--- src/rtl/instruction_fetch_if.sv ---
// Bus bundle for the instruction fetch stage: imem request/response, execute redirect and decode-facing output.
// master is the fetch stage itself; slave is the surrounding memory/pipeline.
interface instruction_fetch_if;
  logic        imem_req_valid;
  logic        imem_req_ready;
  logic [31:0] imem_req_addr;
  logic        imem_rsp_valid;
  logic [31:0] imem_rsp_data;
  logic        redirect_valid;
  logic [31:0] redirect_pc;
  logic        out_valid;
  logic        out_ready;
  logic [31:0] out_instruction;
  logic [31:0] out_pc;
  logic        misaligned;

  modport master (
    output imem_req_valid, imem_req_addr, out_valid, out_instruction, out_pc, misaligned,
    input  imem_req_ready, imem_rsp_valid, imem_rsp_data, redirect_valid, redirect_pc, out_ready
  );

  modport slave (
    input  imem_req_valid, imem_req_addr, out_valid, out_instruction, out_pc, misaligned,
    output imem_req_ready, imem_rsp_valid, imem_rsp_data, redirect_valid, redirect_pc, out_ready
  );
endinterface

--- src/rtl/instruction_fetch.sv ---
// RV32I fetch stage: owns the PC, issues credit-limited word reads and buffers {pc, instruction} for decode.
// Optional feature macro IFETCH_MISALIGN_TRAP_EN: a misaligned redirect halts fetch and raises misaligned.
module instruction_fetch #(
  parameter logic [31:0] RESET_PC   = 32'h0000_0000,
  parameter int unsigned FIFO_DEPTH = 2
) (
  input logic                 clk,
  input logic                 rst_n,
  instruction_fetch_if.master bus
);

  localparam int unsigned PTR_W = (FIFO_DEPTH > 1) ? $clog2(FIFO_DEPTH) : 1;
  localparam int unsigned CNT_W = PTR_W + 1;
  localparam int unsigned SUM_W = CNT_W + 2;

  logic [31:0]      fetch_pc_r;
  logic [31:0]      rsp_pc_r;  // pc of the oldest live outstanding request
  logic [CNT_W-1:0] outstanding_r;
  logic [CNT_W-1:0] discard_r;
  logic [CNT_W-1:0] count_r;
  logic [PTR_W-1:0] rd_ptr_r;
  logic [PTR_W-1:0] wr_ptr_r;
  logic [31:0]      pc_mem_r    [FIFO_DEPTH];
  logic [31:0]      instr_mem_r [FIFO_DEPTH];

  logic             halted_s;
  logic             out_valid_s;
  logic             pop_s;
  logic             req_valid_s;
  logic             accept_s;
  logic             rsp_live_s;
  logic             rsp_drop_s;
  logic             push_s;
  logic [SUM_W-1:0] in_use_s;
  logic [31:0]      target_s;
  logic [CNT_W-1:0] outstanding_nx_s;
  logic [CNT_W-1:0] discard_nx_s;
  logic [CNT_W-1:0] count_nx_s;

  // Handshake qualification and request credit; a same-cycle pop frees its slot for a new request.
  always_comb begin
    out_valid_s = (count_r != '0) && !halted_s;
    pop_s       = out_valid_s && bus.out_ready;
    in_use_s    = SUM_W'(outstanding_r) + SUM_W'(discard_r) + SUM_W'(count_r) - SUM_W'(pop_s);
    req_valid_s = !bus.redirect_valid && !halted_s && (in_use_s < SUM_W'(FIFO_DEPTH));
    accept_s    = req_valid_s && bus.imem_req_ready;
    rsp_drop_s  = bus.imem_rsp_valid && (discard_r != '0);
    rsp_live_s  = bus.imem_rsp_valid && (discard_r == '0);
    push_s      = rsp_live_s && !bus.redirect_valid;
    target_s    = {bus.redirect_pc[31:2], 2'b00};
  end

  // Next values of the in-flight and buffer occupancy counters; a redirect turns live requests stale.
  always_comb begin
    outstanding_nx_s = outstanding_r;
    discard_nx_s     = discard_r;
    count_nx_s       = count_r;
    if (bus.redirect_valid) begin
      outstanding_nx_s = '0;
      discard_nx_s     = outstanding_r + discard_r - CNT_W'(bus.imem_rsp_valid);
      count_nx_s       = '0;
    end else begin
      outstanding_nx_s = outstanding_r + CNT_W'(accept_s) - CNT_W'(rsp_live_s);
      if (rsp_drop_s) begin
        discard_nx_s = discard_r - CNT_W'(1'b1);
      end else begin
        discard_nx_s = discard_r;
      end
      count_nx_s = count_r + CNT_W'(push_s) - CNT_W'(pop_s);
    end
  end

  // Counter registers.
  always_ff @(posedge clk or negedge rst_n) begin
    if (!rst_n) begin
      outstanding_r <= '0;
      discard_r     <= '0;
      count_r       <= '0;
    end else begin
      outstanding_r <= outstanding_nx_s;
      discard_r     <= discard_nx_s;
      count_r       <= count_nx_s;
    end
  end

  // Program counter and response pc tag; responses arrive in order so the tag simply steps by 4.
  always_ff @(posedge clk or negedge rst_n) begin
    if (!rst_n) begin
      fetch_pc_r <= RESET_PC;
      rsp_pc_r   <= RESET_PC;
    end else if (bus.redirect_valid) begin
      fetch_pc_r <= target_s;
      rsp_pc_r   <= target_s;
    end else begin
      if (accept_s) begin
        fetch_pc_r <= fetch_pc_r + 32'd4;
      end
      if (push_s) begin
        rsp_pc_r <= rsp_pc_r + 32'd4;
      end
    end
  end

  // Instruction buffer storage and pointers; a redirect empties it.
  always_ff @(posedge clk or negedge rst_n) begin
    if (!rst_n) begin
      rd_ptr_r <= '0;
      wr_ptr_r <= '0;
      for (int i = 0; i < FIFO_DEPTH; i++) begin
        pc_mem_r[i]    <= '0;
        instr_mem_r[i] <= '0;
      end
    end else if (bus.redirect_valid) begin
      rd_ptr_r <= '0;
      wr_ptr_r <= '0;
    end else begin
      if (push_s) begin
        pc_mem_r[wr_ptr_r]    <= rsp_pc_r;
        instr_mem_r[wr_ptr_r] <= bus.imem_rsp_data;
        wr_ptr_r              <= wr_ptr_r + PTR_W'(1'b1);
      end
      if (pop_s) begin
        rd_ptr_r <= rd_ptr_r + PTR_W'(1'b1);
      end
    end
  end

`ifdef IFETCH_MISALIGN_TRAP_EN
  logic misaligned_r;  // doubles as the halted state

  // Trap flag: set by a misaligned redirect, cleared by the next aligned one.
  always_ff @(posedge clk or negedge rst_n) begin
    if (!rst_n) begin
      misaligned_r <= 1'b0;
    end else if (bus.redirect_valid) begin
      misaligned_r <= (bus.redirect_pc[1:0] != 2'b00);
    end else begin
      misaligned_r <= misaligned_r;
    end
  end

  assign halted_s       = misaligned_r;
  assign bus.misaligned = misaligned_r;
`else
  assign halted_s       = 1'b0;
  assign bus.misaligned = 1'b0;
`endif

  assign bus.imem_req_valid  = req_valid_s;
  assign bus.imem_req_addr   = fetch_pc_r;
  assign bus.out_valid       = out_valid_s;
  assign bus.out_instruction = instr_mem_r[rd_ptr_r];
  assign bus.out_pc          = pc_mem_r[rd_ptr_r];

endmodule

--- src/flat_wrapper.sv ---
// flat-port wrapper written by rule: the top's interface ports become plain ports
module instruction_fetch_flat 
#(
  parameter logic [31:0] RESET_PC   = 32'h0000_0000,
  parameter int unsigned FIFO_DEPTH = 2
)
  (clk, rst_n, bus_imem_req_valid, bus_imem_req_addr, bus_out_valid, bus_out_instruction, bus_out_pc, bus_misaligned, bus_imem_req_ready, bus_imem_rsp_valid, bus_imem_rsp_data, bus_redirect_valid, bus_redirect_pc, bus_out_ready);
  instruction_fetch_if bus_i ();
  input logic clk;
  input logic rst_n;
  output wire logic [$bits(bus_i.imem_req_valid)-1:0] bus_imem_req_valid;
  output wire logic [$bits(bus_i.imem_req_addr)-1:0] bus_imem_req_addr;
  output wire logic [$bits(bus_i.out_valid)-1:0] bus_out_valid;
  output wire logic [$bits(bus_i.out_instruction)-1:0] bus_out_instruction;
  output wire logic [$bits(bus_i.out_pc)-1:0] bus_out_pc;
  output wire logic [$bits(bus_i.misaligned)-1:0] bus_misaligned;
  input wire logic [$bits(bus_i.imem_req_ready)-1:0] bus_imem_req_ready;
  input wire logic [$bits(bus_i.imem_rsp_valid)-1:0] bus_imem_rsp_valid;
  input wire logic [$bits(bus_i.imem_rsp_data)-1:0] bus_imem_rsp_data;
  input wire logic [$bits(bus_i.redirect_valid)-1:0] bus_redirect_valid;
  input wire logic [$bits(bus_i.redirect_pc)-1:0] bus_redirect_pc;
  input wire logic [$bits(bus_i.out_ready)-1:0] bus_out_ready;
  assign bus_imem_req_valid = bus_i.imem_req_valid;
  assign bus_imem_req_addr = bus_i.imem_req_addr;
  assign bus_out_valid = bus_i.out_valid;
  assign bus_out_instruction = bus_i.out_instruction;
  assign bus_out_pc = bus_i.out_pc;
  assign bus_misaligned = bus_i.misaligned;
  assign bus_i.imem_req_ready = bus_imem_req_ready;
  assign bus_i.imem_rsp_valid = bus_imem_rsp_valid;
  assign bus_i.imem_rsp_data = bus_imem_rsp_data;
  assign bus_i.redirect_valid = bus_redirect_valid;
  assign bus_i.redirect_pc = bus_redirect_pc;
  assign bus_i.out_ready = bus_out_ready;
  instruction_fetch #(.RESET_PC(RESET_PC), .FIFO_DEPTH(FIFO_DEPTH)) u_core (.clk(clk), .rst_n(rst_n), .bus(bus_i));
endmodule
--- config.mk ---
export PLATFORM = sky130hd
export DESIGN_NAME = instruction_fetch_flat
export DESIGN_NICKNAME = d
export VERILOG_FILES = /design/src/rtl/instruction_fetch_if.sv /design/src/rtl/instruction_fetch.sv /design/src/flat_wrapper.sv
export SDC_FILE = /design/constraint.sdc
export NUM_CORES = 1
export LEC_CHECK = 0
export CAP_MARGIN = 20
export CORE_MARGIN = 10
export CORE_UTILIZATION = 53
export DETAILED_ROUTE_END_ITERATION = 16
export PLACE_DENSITY = 0.85
export SLEW_MARGIN = 15
export SYNTH_ARGS = -nofsm -noshare
export SYNTH_HDL_FRONTEND = slang
export SYNTH_SLANG_ARGS = --single-unit
--- constraint.sdc ---
create_clock -name clk -period 3.68 [get_ports clk]
set_input_delay 0.368 -clock clk [delete_from_list [all_inputs] [get_ports clk]]
set_output_delay 0.368 -clock clk [all_outputs]
set_load 0.01 [all_outputs]
==> run metrics, run 1 <==
WL met2 11.10 mm; CTS Root Cell clkbuf_16; Finish-stage setup viols 0; wire length on met3 between 2 and 2.5 mm; Post-synth EDFFs 0; area grow syn2layout 26.77%; most used flip-flop cell after synthesis dfrtp_1; Worst R2R Path Depth 11; vias in the first global route 7,208; die area around 24,000 um2; Synth Register Bits 192; ANT cells 0; CTS tree built; average size of a mapped cell 11.92 um2; hold_buf cts 0; clock tree buffer depth 2; std cell rows 49; most common cell after layout, fill and taps aside dfrtp_1; Max transition margin roughly 37%; first drt pass iteration count 5; Port-buffer cells around 160; M1 WL 10.61 mm; Worst Skew 8.196 ps; via count 6,958; Final WS setup 165.7 ps; Leakage 5.100 nW; drc violations 0; final wirelength 24.08 mm; Total Power 9.689 mW; sequential area share after synthesis 50.31%; I/O Pins around 170; clock slew at reported path FFs roughly 70 ps; H-tree depth 4; post-DR wirelength/cell 20.06 um; peak fanout along the critical path 4; Max Clk Rate 284.6 MHz; Nets between 1,000 and 1,500; critical path type reg -> out; asr flop ratio synth 100.0%; crit path DAT between 3000 and 4000 ps; Final Max Tran Viols 0; core area approximately 18,000 um2; actual slew at the worst max-slew pin 943.0 ps; synthesized cell area approximately 9500 um2; first-pass GRT wire length 38.72 mm; Hold/Removal Path Class in -> async; CTS Buf Count 17; Warnings, synthesis 0; Worst-Skew Late Latency 430 ps; synth unique cells 52; DRT antenna net count 0; Pwr Density 800.4 nW/um2; Detail Placement HPWL 17.02 mm; grt ovf 0; Highest Signal Layer met5; final period utilization ~95%; Fill cells roughly 1,300; worst reg2reg path endpoint u_core.bus.imem_req_addr[29]; Hold Vio Cnt, Final 0; CP endpoint kind output port; Max-Cap Viols 0; CP Launch Type flip-flop; clk sinks ~190; Fin Setup TNS 0 ps; data required time of the critical path 3310 ps; commonest non-fill, non-tap cells in the layout 191 x dfrtp_1, 190 x mux2_2, 158 x clkdlybuf4s50_1, 37 x nand2_1, 33 x nor2_1; status finished clean; r2r setup slk 190 ps; initial DRC count 496; Die Ht 154.2 um; Min Clock Period, post-route ~3500 ps; share of cells above drive strength 1 a little over a quarter; Post-Syn Instances 801; Initial Util 53.52%; vias per inst 5.798; VDD IR-drop max 0.4515 mV; largest net degree at the start of global routing between 100 and 150; reg2reg start u_core.discard_r[0]; RSZ-0062 raised after global routing no; antenna violations before repair 1; Routability Congestion 0.9372; all-layer global routing usage 19.86%; worst slack at placement 119.8 ps; die span in x 154.2 um
==> where the power goes <==
part	switching [mW]	internal, mW
Sequential	0.510	2.90
Combinational	1.78	2.45
Clock	0.829	1.22
Total	3.12	6.57
==> worst max-delay path by stage <==
stage,start,endpoint,slack [ps]
after CTS,u_core.discard_r[0],bus_imem_req_valid,9
after floorplan,u_core.discard_r[0],u_core.bus.imem_req_addr[29],360
after detailed placement,u_core.discard_r[0],u_core.bus.imem_req_addr[29],120
after global routing,u_core.discard_r[0],bus_imem_req_valid,20
after global placement,u_core.discard_r[0],u_core.bus.imem_req_addr[27],220
final,u_core.discard_r[0],bus_imem_req_valid,170
==> registers in the layout, summed over array words and instances (netlist names), 2 cells and up <==
signal,flops
u_core.instr_mem_r,64
u_core.pc_mem_r,60
u_core.bus.imem_req_addr,30
u_core.rsp_pc_r,30
u_core.count_r,2
u_core.discard_r,2
u_core.outstanding_r,2
==> synth_stat cells (7+ instances only) <==
cell	n	area [um2]
inv_1	28	105.1
a211oi_1	10	75.07
buf_2	7	35.03
a21oi_1	15	75.07
clkbuf_1	30	112.6
mux2_2	190	2140
nor2_1	33	123.9
and3_1	9	56.30
dfrtp_1	192	4805
ha_1	14	175.2
nor3_1	23	115.1
nand2_1	38	142.6
o21ai_0	12	60.06
xor2_1	14	122.6
nor4_1	13	81.33
nand3_1	20	100.1
and4_1	14	122.6
nand4_1	20	125.1
xnor2_1	23	201.4
==> what timing repair did <==
item / CTS / global route
setup endpoints to repair: 1 / 4
gates resized for setup: 3 / 3
buffers inserted: 1 / 1
pin swaps: 1 / 1
==> kinds of logic (layout without fill, tap and decap cells) <==
group	after synthesis	in the layout	synth area share (%)
AND/OR/NAND/NOR	201	201	11.39
multiplexers	196	196	23.03
flip-flops	192	192	50.31
AO/OA/AOI/OAI	86	86	6.381
buffers and inverters	72	238	3.197
XOR/XNOR	37	37	3.394
adder cells (fa/ha/maj)	16	16	2.254
other	1	5	0.03927
==> metal layers <==
layer,vias to the layer above,track usage [%]
li1,3219,-
met5,-,0
met3,36,6.739
met2,284,31.17
met1,3417,26.11
met4,2,4.318
==> critical path, stage by stage (launching register included) <==
cell and delay, ps:
dfrtp_1 410, ha_1 210, inv_1 60, fa_1 450, ha_4 300, inv_1 40
ha_1 270, and4b_4 210, o21a_1 230, o211ai_1 310, nor2_1 70, clkbuf_2 160
==> through the flow <==
stage / util, % / instances / area, um2 / hold slack (ps)
3_5_place_dp: 64.01 / 1166 / 11420 / 471.2
4_1_cts: 67.82 / 1199 / 12100 / 100.3
6_report: 67.85 / 1200 / 12110 / 18.23
2_1_floorplan: - / 805 / 9564 / 72.41
5_1_grt: 67.85 / 1200 / 12110 / 104.6
3_3_place_gp: 64.01 / 1166 / 11420 / 459.0
==> area by class of cell <==
cell class	instances	area [um2]	share of cell area [%]
Timing Repair Buffer	178	1770	14.63
Sequential cell	192	4806	39.70
Clock buffer	17	425.4	3.514
Inverter	28	105.1	0.8682
Multi-Input combinational cell	541	4481	37.01
Tap cell	229	286.5	2.367
Clock inverter	15	231.5	1.912
Note: power is estimated with default switching activity, not from simulation.
==> run 2: changes to the inputs <==
--- a/config.mk
+++ b/config.mk
@@ -5,6 +5,7 @@
 export SDC_FILE = /design/constraint.sdc
 export NUM_CORES = 1
 export LEC_CHECK = 0
+export ABC_CLOCK_PERIOD_IN_PS = 3680
 export CAP_MARGIN = 20
 export CORE_MARGIN = 10
 export CORE_UTILIZATION = 53
==> results of run 2 <==
No change in the layout: final DEF, timing and power equal those of run 1.
==> variant 1 (config.mk and constraints of run 2) <==
`FIFO_DEPTH` is set to 2 in 2 places; all go to 1.
--- a/src/rtl/instruction_fetch.sv
+++ b/src/rtl/instruction_fetch.sv
@@ -3,5 +3,5 @@
 module instruction_fetch #(
   parameter logic [31:0] RESET_PC   = 32'h0000_0000,
-  parameter int unsigned FIFO_DEPTH = 2
+  parameter int unsigned FIFO_DEPTH = 1
 ) (
   input logic                 clk,
--- a/src/flat_wrapper.sv
+++ b/src/flat_wrapper.sv
@@ -3,5 +3,5 @@
 #(
   parameter logic [31:0] RESET_PC   = 32'h0000_0000,
-  parameter int unsigned FIFO_DEPTH = 2
+  parameter int unsigned FIFO_DEPTH = 1
 )
   (clk, rst_n, bus_imem_req_valid, bus_imem_req_addr, bus_out_valid, bus_out_instruction, bus_out_pc, bus_misaligned, bus_imem_req_ready, bus_imem_rsp_valid, bus_imem_rsp_data, bus_redirect_valid, bus_redirect_pc, bus_out_ready);
Behaviour: not the same (a bounded check fails within 4 cycles, from zero or initial values and one cycle with rst_n low).
==> variant 1 against run 2 <==
Power shrank 30%; clock skew down 0.0013 ns; routed wire length decreased by 22%; setup slack lost 0.096 ns; hold slack improved by 0.27 ns; final area down 25%; global-route usage rose by 1.7 points; sequential cell count down 63; synthesized area fell by 31%; critical endpoint is now u_core.bus.imem_req_addr[25]; largest power group unchanged.
==> variant 1: results (changes against run 2) <==
Synthesis
  – Yosys Warn Count: 0 (unchanged)
  – Synthesized instance count: 592 (was 801)
  – Yosys cell types: 61 (was 52)
  – Seq/Total Area, Yosys: 49.1% (was 50.3%)
  – Top cells by area, synth: dfrtp_1 (49%), mux2_2 (12%), xnor2_1 (3.7%), ha_1 (2.9%), nor2_1 (2.0%) (was dfrtp_1 (50%), mux2_2 (22%), xnor2_1 (2.1%), ha_1 (1.8%), nand2_1 (1.5%))
  – Post-synth top cells: dfrtp_1 (129), mux2_2 (70), nor2_1 (35) (was dfrtp_1 (192), mux2_2 (190), nand2_1 (38))
  – Ys flop type: dfrtp_1 (unchanged)

Placed design
  – Port bufs: 161 (unchanged)
  – Placed Cells: 912 (was 1166)
  – DP HPWL: 13400 um (was 17000 um)
  – Pre-CTS setup slack: 0.00550 ns (was 0.120 ns)
  – Placer congestion estimate: 0.905 (was 0.937)
  – Placed Instance Area: 0.00840 mm2 (was 0.0114 mm2)

GRT
  – Global-route wire length before repair: 30500 um (was 38700 um)
  – Largest net degree at the start of global routing: 85 (was 120)
  – GRT Util Overall: 21.6% (was 19.9%)
  – Initial antenna violation count: 0 (was 1)
  – Number of global-route vias before repair: 5625 (was 7208)

Clock network
  – Worst-path clk slew: 0.06 ns
  – CTS root buf: clkbuf_16 (unchanged)
  – CTS H-tree depth: 4 (unchanged)
  – Clock Latency Late Sink: 0.42 ns
  – Clock Tree Buf Depth: 2 (unchanged)

STA
  – Setup violations, final: 0 (unchanged)
  – Max Clock Skew: 0.00688 ns (was 0.00820 ns)
  – Worst hold slack: 0.284 ns (was 0.0182 ns)
  – Max Fclk: 277 MHz (was 285 MHz)
  – Worst slew pin tran: 0.749 ns (was 0.943 ns)

Finish
  – Nets: 852 (was 1044)
  – FILL cells: 773 (was 1308)
  – Max reg flops: 32 (was 64)
  – Share of cells above drive strength 1: 18.6% (was 26.3%)
  – Diodes inserted: 0 (unchanged)
  – Final Instance Area: 0.00909 mm2 (was 0.0121 mm2)

Setup path
  – R2r worst-path depth: 10 (was 11)
  – CP startpoint: u_core.discard_r[0] (unchanged)
  – Crit-path leading delay family: adder cells (unchanged)
  – Worst reg2reg endpoint: u_core.bus.imem_req_addr[25] (was u_core.bus.imem_req_addr[29])
  – Max FO, Critical Path: 11 (was 4)
  – Largest stage delay, worst path: 0.58 ns (was 0.45 ns)
  – R2r setup slk: 0.07 ns (was 0.19 ns)
  – Slowest CP cell: fa_2 (was fa_1)
  – Crit path DAT: 3.95 ns (was 3.15 ns)
  – CP Capture Point: u_core.bus.imem_req_addr[25] (was bus_imem_req_valid)

Drt
  – WL/cell: 19.9 um (was 20.1 um)
  – Router iterations before antenna repair: 4 (was 5)
  – Vias per cell: 5.68 (was 5.80)
  – Via count: 5371 (was 6958)
  – DRT iter0 DRCs: 440 (was 496)

Min path
  – Hold Path Stages: 2
  – Hold Path Origin: bus_redirect_valid
  – Worst Hold Class: in2reg (was in2async)

Run status
  – Status: completed (unchanged)

Pwr
  – LEAKAGE: 3.70 nW (was 5.10 nW)
  – VDD IR max: 0.000472 V (was 0.000452 V)
-- variant 1: changes by cell type after synthesis, moves of 6 or more --
cell | run 2 | this run
a21oi_1 | 15 | 25
and4_1 | 14 | 5
buf_2 | 7 | 1
clkbuf_1 | 30 | 15
dfrtp_1 | 192 | 129
mux2_2 | 190 | 70
nand2_1 | 38 | 28
nor4_1 | 13 | 7
or3_1 | 1 | 8
-- variant 1: kinds of logic (layout without fill, tap and decap cells) --
kind of cell,count (synthesis),in the layout,synth area share (%)
buffers and inverters,57,239,3.69
AOI/OAI and AO/OA,88,88,9.96
DFF,129,129,49.1
muxes,76,76,12.9
other,1,5,0.0571
and+or+nand+nor,183,183,15.3
adders and majority gates,17,17,3.47
xor gates and xnor gates,41,41,5.46
-- variant 1: layer usage --
metal / vias up / GRT usage, % / share of wire, %
li1: 2485 / - / -
met1: 2656 / 25.2 / 40
met2: 179 / 36.9 / 51
met3: 51 / 5.56 / 5.7
met4: 0 / 9.09 / 3.3
met5: - / 0 / 0
-- variant 1: cell type report --
cell class                 count  area share, %
clock buffer                  21           5.29
clock inverter                11           1.65
inverter                      29           1.20
multi-input combinational    410           34.8
sequential                   129           35.5
tap                          168           2.31
timing repair buffer         178           19.2
-- variant 1: power by group --
group          total (W)  internal [W]  switching (W)
Combinational    0.00285       0.00157        0.00128
Sequential       0.00219       0.00187       0.000318
Clock            0.00178       0.00114       0.000636
Total            0.00682       0.00458        0.00223
-- variant 1: repair_timing --
item,CTS,global route
pin swaps,0,2
hold buffers,1,0
setup endpoints to repair,1,8
endpoints found under the hold margin,45,0
resized for setup,5,9
cloned,0,0
buffers inserted,0,1
==> variant 2 (settings of run 2) <==
Made on the original files. The option `IFETCH_MISALIGN_TRAP_EN` is turned on by a define.
--- a/src/rtl/instruction_fetch.sv
+++ b/src/rtl/instruction_fetch.sv
@@ -1,4 +1,6 @@
 // RV32I fetch stage: owns the PC, issues credit-limited word reads and buffers {pc, instruction} for decode.
 // Optional feature macro IFETCH_MISALIGN_TRAP_EN: a misaligned redirect halts fetch and raises misaligned.
+`define IFETCH_MISALIGN_TRAP_EN
+
 module instruction_fetch #(
   parameter logic [31:0] RESET_PC   = 32'h0000_0000,
Check against the original RTL: not equivalent (Yosys sat finds a counterexample within 4 cycles, from zero or initial values and one cycle with rst_n low).
==> variant 2 against run 2 <==
Synthesized area is 1.6% higher; cell count rose by 2.1%; setup slack worse by 0.032 ns; final area up 0.90%; via count increased by 2.3%; utilization rose by 0.14 points; first-iteration DRC count decreased by 23%; sequential cell count rose by 1; global-route usage is 0.18 points lower; power fell by 19%; routed wire length shrank 0.59%; largest cell class unchanged; highest routed layer is now met4.
==> variant 2: results (changes against run 2) <==
Setup path
  – Crit path DAT: 3.91 ns (was 3.15 ns)
  – R2r setup slk: 0.13 ns (was 0.19 ns)
  – R2r worst-path depth: 12 (was 11)
  – Max FO, Critical Path: 19 (was 4)
  – Worst reg2reg endpoint: u_core.bus.imem_req_addr[20] (was u_core.bus.imem_req_addr[29])

Pwr
  – Total combinational power: 0.00281 W (was 0.00423 W)
  – LEAKAGE: 5.21 nW (was 5.10 nW)
  – Sw Share: 30.0% (was 32.2%)
  – Sequential share of power: 40.4% (was 35.2%)
  – VDD IR max: 0.000365 V (was 0.000452 V)

Synthesis
  – Synth top area share: 49.8% (was 50.3%)
  – Seq/Total Area, Yosys: 49.8% (was 50.3%)
  – Top cells by area, synth: dfrtp_1 (50%), mux2_2 (21%), nand2_1 (2.1%), ha_1 (1.8%), mux2i_1 (1.8%) (was dfrtp_1 (50%), mux2_2 (22%), xnor2_1 (2.1%), ha_1 (1.8%), nand2_1 (1.5%))

GRT
  – M2 GR Usage: 30.0% (was 31.2%)
  – Number of global-route vias before repair: 7369 (was 7208)
  – Global-route wire length before repair: 38800 um (was 38700 um)
  – GRT Util Overall: 19.7% (was 19.9%)
  – Met3 GRT Util: 5.68% (was 6.74%)
  – Largest net degree at the start of global routing: 104 (was 120)

Drt
  – DRT iter0 DRCs: 380 (was 496)
  – Via count: 7121 (was 6958)
  – Total Wirelength: 23900 um (was 24100 um)

Finish
  – FILL cells: 1348 (was 1308)
  – Share of cells above drive strength 1: 24.6% (was 26.3%)

Placed design
  – Placer congestion estimate: 0.913 (was 0.937)
  – Placed Instance Area: 0.0116 mm2 (was 0.0114 mm2)
  – Port bufs: 164 (was 161)

Clock network
  – Postcts setup bufs: 0 (was 1)

Run status
  – Status: completed (unchanged)

STA
  – Max Clock Skew: 0.00681 ns (was 0.00820 ns)
==> variant 2: cell types whose count changed after synthesis, sizes merged, moves of 6 or more <==
cell / before / now
o21ai: 13 / 32
a221o: 0 / 8
a211oi: 10 / 3
clkbuf: 30 / 36
mux2i: 6 / 17
nand3: 20 / 29
nand2: 38 / 55
a21oi: 15 / 7
xnor2: 23 / 17
a21o: 2 / 11
nor2: 33 / 25
==> variant 2: worst max-delay path, cell delays in order, from the launching register on <==
cell and delay, ns:
dfrtp_1 0.41, ha_2 0.19, inv_1 0.07, fa_1 0.46, ha_4 0.30, inv_1 0.04
ha_1 0.28, and4b_1 0.20, or3_4 0.38, a211o_4 0.37, buf_8 0.17, or4_1 0.51
nand3_1 0.10
==> variant 2: per-stage QoR <==
stage | total power, W | hold slack (ns) | instances | setup WS (ns)
2_1_floorplan | 0.00468 | 0.0724 | 834 | 0.282
3_3_place_gp | 0.00588 | 0.458 | 1193 | 0.133
3_5_place_dp | 0.00600 | 0.473 | 1193 | 0.0658
4_1_cts | 0.00788 | 0.0696 | 1225 | 0.0327
5_1_grt | 0.00830 | 0.0744 | 1225 | 0.00235
6_report | 0.00784 | 0.00715 | 1225 | 0.134
==> variant 2: timing repair <==
item / in CTS / in global routing
pin swaps: 0 / 4
endpoints found under the setup margin: 1 / 19
gates resized for setup: 1 / 13
==> variant 2: cells by family after synthesis <==
family	after synthesis	share of synthesized area [%]
buffers and inverters	81	3.70
AO/OA/AOI/OAI	94	6.73
flip-flops	193	49.8
adder cells (fa/ha/maj)	16	2.22
AND/OR/NAND/NOR	212	11.4
multiplexers	202	23.2
other	1	0.0386
XOR/XNOR	32	2.89
==> variant 2: final cells by class <==
class	count	area [um2]	share of cell area (%)
clock buffer	18	439	3.60
clock inverter	14	156	1.28
inverter	32	128	1.04
multi-input combinational	560	4560	37.4
sequential	193	4830	39.6
tap	229	287	2.35
timing repair buffer	179	1810	14.8
==> variant 2: worst max path at each step <==
stage / from / end / slack, ns / depth (start not counted)
CTS: u_core.discard_r[0] / bus_imem_req_valid / 0.03 / 10
global placement: u_core.discard_r[0] / u_core.bus.imem_req_addr[13] / 0.13 / 12
detailed placement: u_core.discard_r[0] / u_core.bus.imem_req_addr[13] / 0.07 / 12
finish: u_core.discard_r[0] / u_core.bus.imem_req_addr[20] / 0.13 / 12
floorplan: u_core.discard_r[0] / u_core.bus.imem_req_addr[11] / 0.28 / 12
global route: u_core.discard_r[0] / u_core.bus.imem_req_addr[20] / 0.002 / 12
==> variant 2: metal layers <==
layer	part of all wire [%]	routed length [um]	vias up
met3	7.6	1830	27
li1	-	-	3304
met4	1.5	359	0
met1	45	10900	3508
met5	0	0	-
met2	45	10900	282
